<file path="src/rtl/seg7_scan_if.sv">
// Load handshake and scanned-display bus for the 4-digit seven-segment scan controller.
// master = requester/display side, slave = scan controller.
interface seg7_scan_if;
  logic       load_req;
  logic [7:0] num_l;
  logic [7:0] num_r;
  logic [3:0] dot_in;
  logic       blank_lz;
  logic       load_ack;
  logic [1:0] digit_sel;
  logic [3:0] nibble_out;
  logic       dot_out;
  logic [3:0] anode_out;

  modport master (
    output load_req, num_l, num_r, dot_in, blank_lz,
    input  load_ack, digit_sel, nibble_out, dot_out, anode_out
  );

  modport slave (
    input  load_req, num_l, num_r, dot_in, blank_lz,
    output load_ack, digit_sel, nibble_out, dot_out, anode_out
  );
endinterface

</file>
<file path="src/rtl/seg7_scan_controller.sv">
// Time-multiplexed 4-digit display scanner with frame-synchronous shadow loading,
// leading-zero blanking and registered one-cycle-latency outputs.
module seg7_scan_controller #(
  parameter int unsigned REFRESH_DIV = 100000
) (
  input  logic         i_clk,
  input  logic         i_rst_n,
  seg7_scan_if.slave   bus
);

  localparam int unsigned  CW        = (REFRESH_DIV > 2) ? $clog2(REFRESH_DIV) : 1;
  localparam logic [CW-1:0] SLOT_LAST = CW'(REFRESH_DIV - 1);

  // Remaining cycles in the current digit slot; terminal count 0 is the tick.
  logic [CW-1:0] r_slot_rem;
  logic [1:0]    r_digit_idx;
  logic [15:0]   r_shadow;
  logic [3:0]    r_shadow_dot;
  logic          r_load_ack;
  logic [1:0]    r_digit_sel;
  logic [3:0]    r_nibble;
  logic          r_dot;
  logic [3:0]    r_anode;

  logic          w_tick;
  logic          w_frame;
  logic          w_capture;
  logic [3:0]    w_nib;
  logic          w_dot;
  logic [3:0]    w_lz;
  logic          w_blank;
  logic [3:0]    w_anode;

  assign w_tick    = (r_slot_rem == '0);
  assign w_frame   = w_tick && (r_digit_idx == 2'd3);
  assign w_capture = w_frame && bus.load_req;

  always_ff @(posedge i_clk or negedge i_rst_n) begin
    if (!i_rst_n) begin
      r_slot_rem   <= SLOT_LAST;
      r_digit_idx  <= 2'd0;
      r_shadow     <= 16'h0000;
      r_shadow_dot <= 4'h0;
      r_load_ack   <= 1'b0;
    end else begin
      r_slot_rem <= w_tick ? SLOT_LAST : r_slot_rem - 1'b1;
      if (w_tick) begin
        r_digit_idx <= r_digit_idx + 2'd1;
      end
      if (w_capture) begin
        r_shadow     <= {bus.num_l, bus.num_r};
        r_shadow_dot <= bus.dot_in;
      end
      r_load_ack <= w_capture;
    end
  end

  // A digit is a leading zero only if it and every digit to its left are zero with no dot.
  always_comb begin
    w_lz    = 4'b0000;
    w_lz[3] = (r_shadow[15:12] == 4'h0) && !r_shadow_dot[3];
    w_lz[2] = w_lz[3] && (r_shadow[11:8] == 4'h0) && !r_shadow_dot[2];
    w_lz[1] = w_lz[2] && (r_shadow[7:4] == 4'h0) && !r_shadow_dot[1];
  end

  always_comb begin
    w_nib = r_shadow[3:0];
    case (r_digit_idx)
      2'd0: w_nib = r_shadow[3:0];
      2'd1: w_nib = r_shadow[7:4];
      2'd2: w_nib = r_shadow[11:8];
      2'd3: w_nib = r_shadow[15:12];
      default: w_nib = r_shadow[3:0];
    endcase
    w_dot   = r_shadow_dot[r_digit_idx];
    w_blank = bus.blank_lz && w_lz[r_digit_idx];
    w_anode = w_blank ? 4'b1111 : ~(4'b0001 << r_digit_idx);
  end

  always_ff @(posedge i_clk or negedge i_rst_n) begin
    if (!i_rst_n) begin
      r_digit_sel <= 2'd0;
      r_nibble    <= 4'h0;
      r_dot       <= 1'b0;
      r_anode     <= 4'b1111;
    end else begin
      r_digit_sel <= r_digit_idx;
      r_nibble    <= w_nib;
      r_dot       <= w_dot && !w_blank;
      r_anode     <= w_anode;
    end
  end

  assign bus.load_ack   = r_load_ack;
  assign bus.digit_sel  = r_digit_sel;
  assign bus.nibble_out = r_nibble;
  assign bus.dot_out    = r_dot;
  assign bus.anode_out  = r_anode;

endmodule

</file>
<file path="src/flat_wrapper.sv">
// flat-port wrapper written by rule: the top's interface ports become plain ports
module seg7_scan_controller_flat 
#(
  parameter int unsigned REFRESH_DIV = 100000
)
  (i_clk, i_rst_n, bus_load_req, bus_num_l, bus_num_r, bus_dot_in, bus_blank_lz, bus_load_ack, bus_digit_sel, bus_nibble_out, bus_dot_out, bus_anode_out);
  seg7_scan_if bus_i ();
  input  logic i_clk;
  input  logic i_rst_n;
  input wire logic [$bits(bus_i.load_req)-1:0] bus_load_req;
  input wire logic [$bits(bus_i.num_l)-1:0] bus_num_l;
  input wire logic [$bits(bus_i.num_r)-1:0] bus_num_r;
  input wire logic [$bits(bus_i.dot_in)-1:0] bus_dot_in;
  input wire logic [$bits(bus_i.blank_lz)-1:0] bus_blank_lz;
  output wire logic [$bits(bus_i.load_ack)-1:0] bus_load_ack;
  output wire logic [$bits(bus_i.digit_sel)-1:0] bus_digit_sel;
  output wire logic [$bits(bus_i.nibble_out)-1:0] bus_nibble_out;
  output wire logic [$bits(bus_i.dot_out)-1:0] bus_dot_out;
  output wire logic [$bits(bus_i.anode_out)-1:0] bus_anode_out;
  assign bus_i.load_req = bus_load_req;
  assign bus_i.num_l = bus_num_l;
  assign bus_i.num_r = bus_num_r;
  assign bus_i.dot_in = bus_dot_in;
  assign bus_i.blank_lz = bus_blank_lz;
  assign bus_load_ack = bus_i.load_ack;
  assign bus_digit_sel = bus_i.digit_sel;
  assign bus_nibble_out = bus_i.nibble_out;
  assign bus_dot_out = bus_i.dot_out;
  assign bus_anode_out = bus_i.anode_out;
  seg7_scan_controller #(.REFRESH_DIV(REFRESH_DIV)) u_core (.i_clk(i_clk), .i_rst_n(i_rst_n), .bus(bus_i));
endmodule
</file>
<file path="config.mk">
export PLATFORM = sky130hd
export DESIGN_NAME = seg7_scan_controller_flat
export DESIGN_NICKNAME = d
export VERILOG_FILES = /design/src/rtl/seg7_scan_if.sv /design/src/rtl/seg7_scan_controller.sv /design/src/flat_wrapper.sv
export SDC_FILE = /design/constraint.sdc
export NUM_CORES = 1
export LEC_CHECK = 0
export BUFFER_PORTS_ARGS = -buffer_cell sky130_fd_sc_hd__buf_2
export CELL_PAD_IN_SITES_DETAIL_PLACEMENT = 0
export CELL_PAD_IN_SITES_GLOBAL_PLACEMENT = 1
export CORE_UTILIZATION = 47
export CTS_BUF_LIST = sky130_fd_sc_hd__clkbuf_8
export DETAILED_ROUTE_END_ITERATION = 7
export GPL_TIMING_DRIVEN = 0
export PLACE_DENSITY = 0.85
export SKIP_CTS_REPAIR_TIMING = 1
export SLEW_MARGIN = 20
export SYNTH_ARGS = -nofsm -noshare
export SYNTH_HDL_FRONTEND = slang
export SYNTH_SLANG_ARGS = --single-unit
</file>
<file path="constraint.sdc">
create_clock -name i_clk -period 2.7 [get_ports i_clk]
set_clock_uncertainty 0.05 [all_clocks]
set_input_delay 0.135 -clock i_clk [delete_from_list [all_inputs] [get_ports i_clk]]
set_output_delay 0.135 -clock i_clk [all_outputs]
set_load 0.01 [all_outputs]
</file>
; Word level (Yosys, flattened, before mapping)
; Cells that the tools add are included.
[totals]
regBits = 51
inputBits = 24
elab_cells = 42
out_inout_bits = 12
[op_classes]
mux = 7
bitwise_logic = 1
n_reduce_logical = 18
n_addsub = 2
magnitude_cmp = 1
eq_ne = 3
n_shift = 1
[op_table]
columns = cell, count
row1 = 17-bit zero test, 1
row2 = 17-bit 2-to-1 mux, 1
row3 = 17-bit by 1-bit subtractor with 17-bit output (second input constant), 1
row4 = 4-bit one-hot mux with 4 select lines, 1
row5 = 4-bit zero test, 3
row6 = 1-bit logical AND, 9
row7 = 1-bit binary-select mux with 2-bit select, 2
row8 = 2-bit equality test (second input constant), 2
row9 = 1-bit zero test, 4
row10 = 4-bit 2-to-1 mux, 1
row11 = 4-bit NOT, 1
row12 = 1-bit by 2-bit left shift with 4-bit output (first input constant), 1
row13 = 2-bit by 3-bit less-than comparator with 1-bit output (second input constant), 1
row14 = 2-bit by 1-bit adder with 2-bit output (second input constant), 1
row15 = 2-bit by 1-bit equality test with 1-bit output (second input constant), 1
row16 = 2-bit zero test, 1
row17 = 1-bit 2-to-1 mux, 2

; Logic depth before layout (Yosys ltp)
; Gate-level depths: netlist (run 1).
[depth]
depth_word = 11
ltp_mapped = 6

; Least setup slack after synthesis (run 1)
; Ideal clock, no wire load.
[synth_path]
path_kind = flip-flop to flip-flop
from = register u_core.r_slot_rem[8]
to = register u_core.r_shadow[0]
arrival_time_ns = 1.720
synth_period_minus_slack_ns = 1.895
path_stages_with_launch = 6
setup_ns = 0.125
slack_ns = 0.805
cell_sequence = dfrtp_1 -> nor4_4 -> nand4b_4 -> nor3_4 -> buf_6 -> mux2_4
[synth_via]
elab_chain_len = 3
[synth_lines]
columns = element, line_no
row1 = start: declaration, seg7_scan_controller.sv:15  ; logic [CW-1:0] r_slot_rem;
row2 = start signal: assignment, seg7_scan_controller.sv:46  ; r_slot_rem <= w_tick ? SLOT_LAST : r_slot_rem - 1'b1;
row3 = 17-bit zero test, seg7_scan_controller.sv:34  ; assign w_tick = (r_slot_rem == '0);
row4 = 1-bit logical AND, seg7_scan_controller.sv:35  ; assign w_frame = w_tick && (r_digit_idx == 2'd3);
row5 = 1-bit logical AND, seg7_scan_controller.sv:36  ; assign w_capture = w_frame && bus.load_req;
row6 = end signal: assignment, seg7_scan_controller.sv:51  ; r_shadow <= {bus.num_l, bus.num_r};
row7 = end: declaration, seg7_scan_controller.sv:17  ; logic [15:0] r_shadow;
; No other way between the ends.
; A chain may end at the register's enable or synchronous reset.

; Worst setup path in the final report (run 1)
; Ends and elaborated chain as after synthesis.

==> metrics.md, run 1 <==
| Metric | Value |
|---|---|
| Avg WL per Cell | between 10 and 15 um |
| Vias in the first global route | 1371 |
| Share of layout cells above drive strength 1 | 38.5% |
| Yosys warning count | 0 |
| Die ar. | 5330 sq um |
| Clock root cell | clkbuf_8 |
| Final wirelength | between 4000 and 5000 um |
| Commonest cells after routing, fill and taps aside | dfrtp_1 (37), buf_2 (35), mux2_4 (20) |
| H-tree Lvls | 2 |
| Die Y | 73.0 um |
| Pwr dens | 455 nW/um^2 |
| Area growth syn-to-layout | 16.5% |
| Dominant cell type by area after synthesis | dfrtp_1 |
| FF+latch count, synth | 51 |
| Share of the synthesized area in the top cell type | about two fifths |
| Clock period minus worst slack | 2.01 ns |
| RSZ-0062 raised after global routing | false |
| Worst setup path category | flip-flop to flip-flop |
| Final period util | 74.6% |
| Dpl hpwl | between 2000 and 3000 um |
| Sum Neg Setup Slack | 0 ns |
| Longest Clk Path Bufs | 2 |
| Commonest non-fill, non-tap cell in the layout | dfrtp_1 |
| Fill cell count | between 400 and 500 |
| Routability Congestion | 0.797 |
| Leakage power | 0.00128 uW |
| Crit path max fanout | 10 |
| Sequential element share of the synthesized area | 54.6% |
| VDD IR max | 0.285 mV |
| Final setup violation count | 0 |
| F_max | 496 MHz |
| Mapped Avg Cell Area | between 10 and 15 sq um |
| Initial DRC Count | between 100 and 150 |
| Via count | 1494 |
| Hold WS | 0.00453 ns |
| Arrival time worst endpoint | 2.16 ns |
| Synth unique cells | 37 |
| Horiz. Die Dim | 73.0 um |
| Actual slew at the worst max-slew pin | approximately 0.84 ns |
| CTS clk-pin slew, worst paths | roughly 0.090 ns |
| Largest net degree at the start of global routing | 30 |
| Startpoint Class | flip-flop |
| Net count after synthesis | between 200 and 250 |
| Diode count | 0 |
| Vias per Instance | about 5.1 |
| CP Capture Type | flip-flop |
| First-pass GRT wire length | about 6700 um |
| Nets | 256 |
| I/O Pins | 36 |
| Hold Path Class | input port to flip-flop |
| Cells after Synth | 180 |
| 1st-pass router iterations | 5 |
| Max-cap check violation count | 0 |
| Status | finished clean |
| DRC viols | 0 |
| Antenna violations before repair | 0 |
| Grt ovf | 0 |
| Final Max Tran Viols | 0 |
| Slew headroom | a little over two fifths |
| GRT Util Overall | ~17% |
| CTS Sinks | 51 |
| Core area | 4790 sq um |
| Worst skew pair latency | 0.30 ns |
| CTS buffer count | 5 |
| WP data required | 2.84 ns |
| Synth Cell Area | 2370 sq um |
| Starting Density | 49.5% |
| Port bufs | 35 |
| Row cnt | 25 |
| Synth top area cells | dfrtp_1 (39%), dfstp_2 (16%), mux2_4 (13%), ha_1 (3.7%), xor2_1 (3.3%) |
| Final hold violations | 0 |
| Clock tree from TritonCTS | built |
| Routed Antenna Nets | 0 |
cells by family (layout without fill, tap and decap cells):
logic type	after synthesis	count (layout)	share of synthesized area, %
flip-flops	51	51	54.6
AO/OA/AOI/OAI	9	9	3.49
XOR/XNOR	13	13	4.80
buffers and inverters	15	61	3.01
multiplexers	26	26	15.8
adder cells (fa/ha/maj)	7	7	3.70
AND/OR/NAND/NOR	59	59	14.6
worst paths after layout:
| check | startpoint | endpoint | slack, ns | cells past startpoint |
|---|---|---|---|---|
| worst max-delay path | u_core.r_slot_rem[8] | u_core.r_shadow[0] | 0.69 | 5 |
| worst min-delay path | bus_num_l[2] | u_core.r_shadow[10] | 0.005 | 2 |
| worst max register to register | u_core.r_slot_rem[8] | u_core.r_shadow[0] | 0.69 | 5 |
| worst min register to register | u_core.r_slot_rem[0] | u_core.r_slot_rem[0] | 0.42 | 1 |
| max in group asynchronous | i_rst_n | u_core.r_slot_rem[3] | 1.73 | 3 |
| min in group asynchronous | i_rst_n | u_core.r_shadow_dot[2] | 0.28 | 2 |
flip-flops by register name, indices dropped and copies added, names as in the netlist:
signal,cells
u_core.bus.anode_out,4
u_core.bus.digit_sel,2
u_core.bus.dot_out,1
u_core.bus.load_ack,1
u_core.bus.nibble_out,4
u_core.r_digit_idx,2
u_core.r_shadow,16
u_core.r_shadow_dot,4
u_core.r_slot_rem,17
worst max-delay path, cell delays in order (launching register included):
cell      delay [ns]
dfrtp_1         0.44
nor4_4          0.46
nand4b_4        0.19
nor3_4          0.24
buf_6           0.21
mux2_4          0.31
synthesized netlist by cell type:
cell type / number
a2111o_1: 1
a222oi_1: 4
a31oi_1: 1
and2_1: 1
buf_6: 2
clkbuf_1: 4
dfrtp_1: 37
dfstp_2: 14
ha_1: 7
inv_1: 9
mux2_1: 1
mux2_4: 20
mux2i_1: 4
mux4_2: 1
nand2_1: 16
nand3_1: 4
nand3b_1: 1
nand4_1: 4
nand4b_1: 2
nand4b_4: 1
nor2_1: 15
nor2_2: 1
nor3_1: 3
nor3_4: 1
nor3b_1: 1
nor4_1: 3
nor4_2: 1
nor4_4: 1
nor4b_1: 1
o22a_1: 1
o31ai_1: 1
o41ai_1: 1
or2_2: 1
or4_1: 1
or4b_2: 1
xnor2_1: 4
xor2_1: 9
power breakdown:
| part | internal (uW) | switching [uW] | total (uW) |
|---|---|---|---|
| Combinational | 18.8 | 22.3 | 41.2 |
| Clock | 203 | 246 | 449 |
| Sequential | 766 | 0.112 | 766 |
per-layer routing:
metal / routed length, um / share of wire, % / vias up / global-route usage (%)
met5: 0 / 0 / - / 0
met4: 85 / 2.1 / 0 / 8.50
met3: 177 / 4.3 / 8 / 3.87
met2: 1920 / 46 / 43 / 25.5
met1: 1960 / 47 / 722 / 23.0
li1: - / - / 721 / -
area by class of cell:
cell class	instances	area, sq um	area share (%)
sequential	51	1290	46.9
multi-input combinational	114	1000	36.4
inverter	9	33.8	1.22
clock buffer	6	82.6	2.99
clock inverter	2	8.76	0.317
buffer	6	37.5	1.36
tap	67	83.8	3.04
timing repair buffer	38	215	7.80
stage by stage:
step	util [%]	total power, uW	worst slack (ns)	std cells	instance area, sq um
after floorplan	-	783	0.805	180	2370
after global placement	54.9	817	0.673	282	2630
after detailed placement	55.3	820	0.683	283	2650
after CTS	57.3	1270	0.664	291	2740
after global routing	57.7	1300	0.539	293	2760
final	57.7	1260	0.685	293	2760
No activity file was read; power rests on OpenSTA's default activity.
==> inputs of run 2 (changes only) <==
--- a/config.mk
+++ b/config.mk
@@ -5,14 +5,15 @@
 export SDC_FILE = /design/constraint.sdc
 export NUM_CORES = 1
 export LEC_CHECK = 0
+export ABC_AREA = 1
 export BUFFER_PORTS_ARGS = -buffer_cell sky130_fd_sc_hd__buf_2
 export CELL_PAD_IN_SITES_DETAIL_PLACEMENT = 0
 export CELL_PAD_IN_SITES_GLOBAL_PLACEMENT = 1
-export CORE_UTILIZATION = 47
+export CORE_UTILIZATION = 40
 export CTS_BUF_LIST = sky130_fd_sc_hd__clkbuf_8
 export DETAILED_ROUTE_END_ITERATION = 7
 export GPL_TIMING_DRIVEN = 0
-export PLACE_DENSITY = 0.85
+export PLACE_DENSITY = 0.82
 export SKIP_CTS_REPAIR_TIMING = 1
 export SLEW_MARGIN = 20
 export SYNTH_ARGS = -nofsm -noshare
==> constraint.sdc (replaced) <==
create_clock -name i_clk -period 1.65 [get_ports i_clk]
set_clock_uncertainty 0.05 [all_clocks]
set_input_delay 0.0825 -clock i_clk [delete_from_list [all_inputs] [get_ports i_clk]]
set_output_delay 0.0825 -clock i_clk [all_outputs]
set_load 0.01 [all_outputs]
==> metrics.md, run 2 <==
| Metric | Value |
|---|---|
| Sequential element share of the synthesized area | 51.0% (-3.6 points) |
| DP Area | 2810 sq um (+6.0%) |
| Fill cell count | 581 (+40%) |
| Top cell by count, worst path | o21ai_0 |
| Commonest cells after routing, fill and taps aside | nand2_1 (96), dfrtp_1 (36), buf_2 (34) |
| Via count | 2045 (+37%) |
| Share of the synthesized area in the top cell type | 36.5% (-2.6 points) |
| Dominant cell type by area after synthesis | dfrtp_1 |
| FF-to-FF path depth | 6 (+1) |
| Grt ovf | 0 (unchanged) |
| 1st-pass router iterations | 5 (unchanged) |
| Routability Congestion | 0.802 (+0.69%) |
| Hold path depth | 3 (+1) |
| Initial DRC Count | 81 (-20%) |
| Mapped Avg Cell Area | 8.63 sq um (-34%) |
| CTS Sinks | 51 (unchanged) |
| Core area | 6030 sq um (+26%) |
| Synth unique cells | 26 (-30%) |
| Final worst setup slack | 0.154 ns (-0.532 ns) |
| Most numerous cell in the Yosys netlist | nand2_1 |
| Crit-path cells | inv_1 -> ha_1 -> nand2_1 -> o21ai_0 -> a21oi_1 -> o21ai_0 |
| Dpl hpwl | 3700 um (+24%) |
| Vias in the first global route | 1773 (+29%) |
| Die ar. | 6660 sq um (+25%) |
| Final Instance Area | 3100 sq um (+12%) |
| Max FFs per register | 17 (unchanged) |
| H-tree Lvls | 2 (unchanged) |
| Slowest-stage cell, CP | dfrtp_2 |
| Die Y | 81.6 um (+12%) |
| Status | finished, violations left |
| Slowest cell delay on critical path | 0.45 ns (about the same) |
| DR top layer | met4 |
| WL met1 | 2710 um (+39%) |
| WP data required | 1.82 ns (-1.02 ns) |
| Largest net degree at the start of global routing | 52 (+73%) |
| Synth top area cells | dfrtp_1 (37%), dfstp_2 (15%), nand2_1 (14%), nand4_1 (4.9%), nor2_1 (4.3%) |
| F_max | 668 MHz (+35%) |
| Commonest non-fill, non-tap cell in the layout | nand2_1 |
| Startpoint Class | flip-flop |
| Prevailing post-synth register cell | dfrtp_1 |
| Max-cap check violation count | 0 (unchanged) |
| Antenna violations before repair | 0 (unchanged) |
| CTS buffer count | 5 (unchanged) |
| Vias per Instance | 4.79 (-6.1%) |
| Largest Register | u_core.r_slot_rem |
| Yosys warning count | 0 (unchanged) |
| GRT Util Overall | 17.1% (+0.19 points) |
| Worst skew pair latency | 0.30 ns (about the same) |
| Cells after Synth | 294 (+63%) |
| Final hold violations | 5 (+5) |
| EDFF count, synth | 0 (unchanged) |
| First-pass GRT wire length | 8480 um (+27%) |
| Horiz. Die Dim | 81.6 um (+12%) |
| Clock tree from TritonCTS | built |
| CP startpoint | u_core.r_digit_idx[0] |
| DRC viols | 0 (unchanged) |
| Flop2flop setup slack | 0.15 ns (-0.53 ns) |
| Final wirelength | 5180 um (+25%) |
| Ys async rst share | 100% (unchanged) |
| Clock root cell | clkbuf_8 |
| Final period util | 90.7% (+16 points) |
| Pwr Total | 2350 uW (+87%) |
| CTS clk-pin slew, worst paths | 0.10 ns (about the same) |
| Min-Delay Endpoint | u_core.r_shadow[15] |
| FF+latch count, synth | 51 (unchanged) |
| Top flop regs | u_core.r_slot_rem: 17 flops, u_core.r_shadow: 16 flops |
| Sum Neg Setup Slack | 0 ns (unchanged) |
| Hold WS | -0.0274 ns (-0.0319 ns) |
| Longest Clk Path Bufs | 2 (unchanged) |
| Nets | 382 (+49%) |
| Diode count | 0 (unchanged) |
| Starting Density | 42.1% (-7.4 points) |
| Worst setup path category | flip-flop to flip-flop |
| Arrival time worst endpoint | 1.67 ns (-0.49 ns) |
| R2r endpoint | u_core.bus.nibble_out[2] |
| Leakage power | 0.00160 uW (+25%) |
| R2R Path Start | u_core.r_digit_idx[0] |
| Failing checks | negative hold slack |
| Register area | 1290 sq um (about the same) |
| I/O Pins | 36 (unchanged) |
| Final Max Tran Viols | 0 (unchanged) |
| Hold Path Class | input port to flip-flop |
| CP Capture Type | flip-flop |
| Hold Path Origin | bus_num_l[7] |
| Top cells by count, synth | nand2_1 (96), dfrtp_1 (37), nor2_1 (29) |
| Footprint of the multi-input gates | 1090 sq um (+8.6%) |
| Net count after synthesis | 325 (+54%) |
| Pwr dens | 760 nW/um^2 (+67%) |
| Dpl ws | 0.0137 ns (-0.670 ns) |
| Share of layout cells above drive strength 1 | 24.7% (-14 points) |
| Slew headroom | 57.1% (+13 points) |
| Area growth syn-to-layout | 22.1% |
| Row cnt | 28 (+12%) |
| Crit path max fanout | 7 (-3) |
| RSZ-0062 raised after global routing | false |
| Clock period minus worst slack | 1.50 ns (-0.518 ns) |
| VDD IR max | 0.533 mV (+87%) |
| Port bufs | 35 (unchanged) |
| Final setup violation count | 0 (unchanged) |
| Actual slew at the worst max-slew pin | 0.644 ns (-0.195 ns) |
| Routed Antenna Nets | 0 (unchanged) |
| Avg WL per Cell | 12.1 um (-14%) |
| Met3 WL post-DR | 179 um (+1.1%) |
| Metal2 WL | 2230 um (+17%) |
| Synth Cell Area | 2540 sq um (+7.0%) |
[run 2: cell types whose count changed after synthesis, sizes merged, moves of 8 or more]
cell   before  now
nand4       4   20
nand2      16  102
mux2       21    0
nor2       16   40
inv         9   23
nand3       4   18
xor2        9    1
[run 2: worst max-delay path, delay by kind of cell, from the launching register on]
| family | cells | cell delay, ns |
|---|---|---|
| fa+ha+maj | 1 | 0.30 |
| flops | 1 | 0.45 |
| simple gates | 1 | 0.06 |
| compound gates | 3 | 0.35 |
| buf+inv | 1 | 0.20 |
[run 2: layer usage]
metal	track usage, %	up-vias
met4	7.37	0
met1	25.3	943
met3	3.33	2
li1	-	1062
met2	24.1	38
met5	0	-
[run 2: how the worst max path moves through the flow]
stage / depth (start not counted) / end / slack, ns
6_report: 6 / u_core.bus.nibble_out[2] / 0.15
2_1_floorplan: 7 / u_core.r_shadow[0] / 0.27
3_3_place_gp: 6 / u_core.r_shadow[4] / 0.03
4_1_cts: 6 / u_core.r_shadow[4] / -0.008
5_1_grt: 8 / u_core.r_shadow[1] / 0.007
3_5_place_dp: 6 / u_core.r_shadow[4] / 0.01
[run 2: where the power goes]
part	internal, uW	switching, uW
clock network	600	416
logic	44.6	38.2
registers	1250	0.271
[run 2: stage by stage]
step | utilization [%] | cells
after floorplan | - | 294
after global placement | 46.6 | 404
after detailed placement | 46.6 | 404
after CTS | 48.8 | 412
after global routing | 51.4 | 427
final | 51.4 | 427
[run 2: layout make-up]
class / count / share of cell area (%)
Inverter: 23 / 2.79
Buffer: 8 / 2.26
Clock buffer: 5 / 2.22
Clock inverter: 3 / 2.06
Multi-Input combinational cell: 212 / 35.2
Tap cell: 75 / 3.03
Sequential cell: 51 / 41.8
Timing Repair Buffer: 50 / 10.6
[run 2: kinds of logic (layout without fill, tap and decap cells)]
| family | count (synthesis) | count (layout) | synth area share [%] |
|---|---|---|---|
| and+or+nand+nor | 183 | 183 | 34.0 |
| DFF | 51 | 51 | 51.0 |
| buffers and inverters | 31 | 89 | 6.07 |
| AOI/OAI and AO/OA | 17 | 17 | 3.70 |
| adders and majority gates | 7 | 7 | 3.45 |
| xor gates and xnor gates | 5 | 5 | 1.73 |
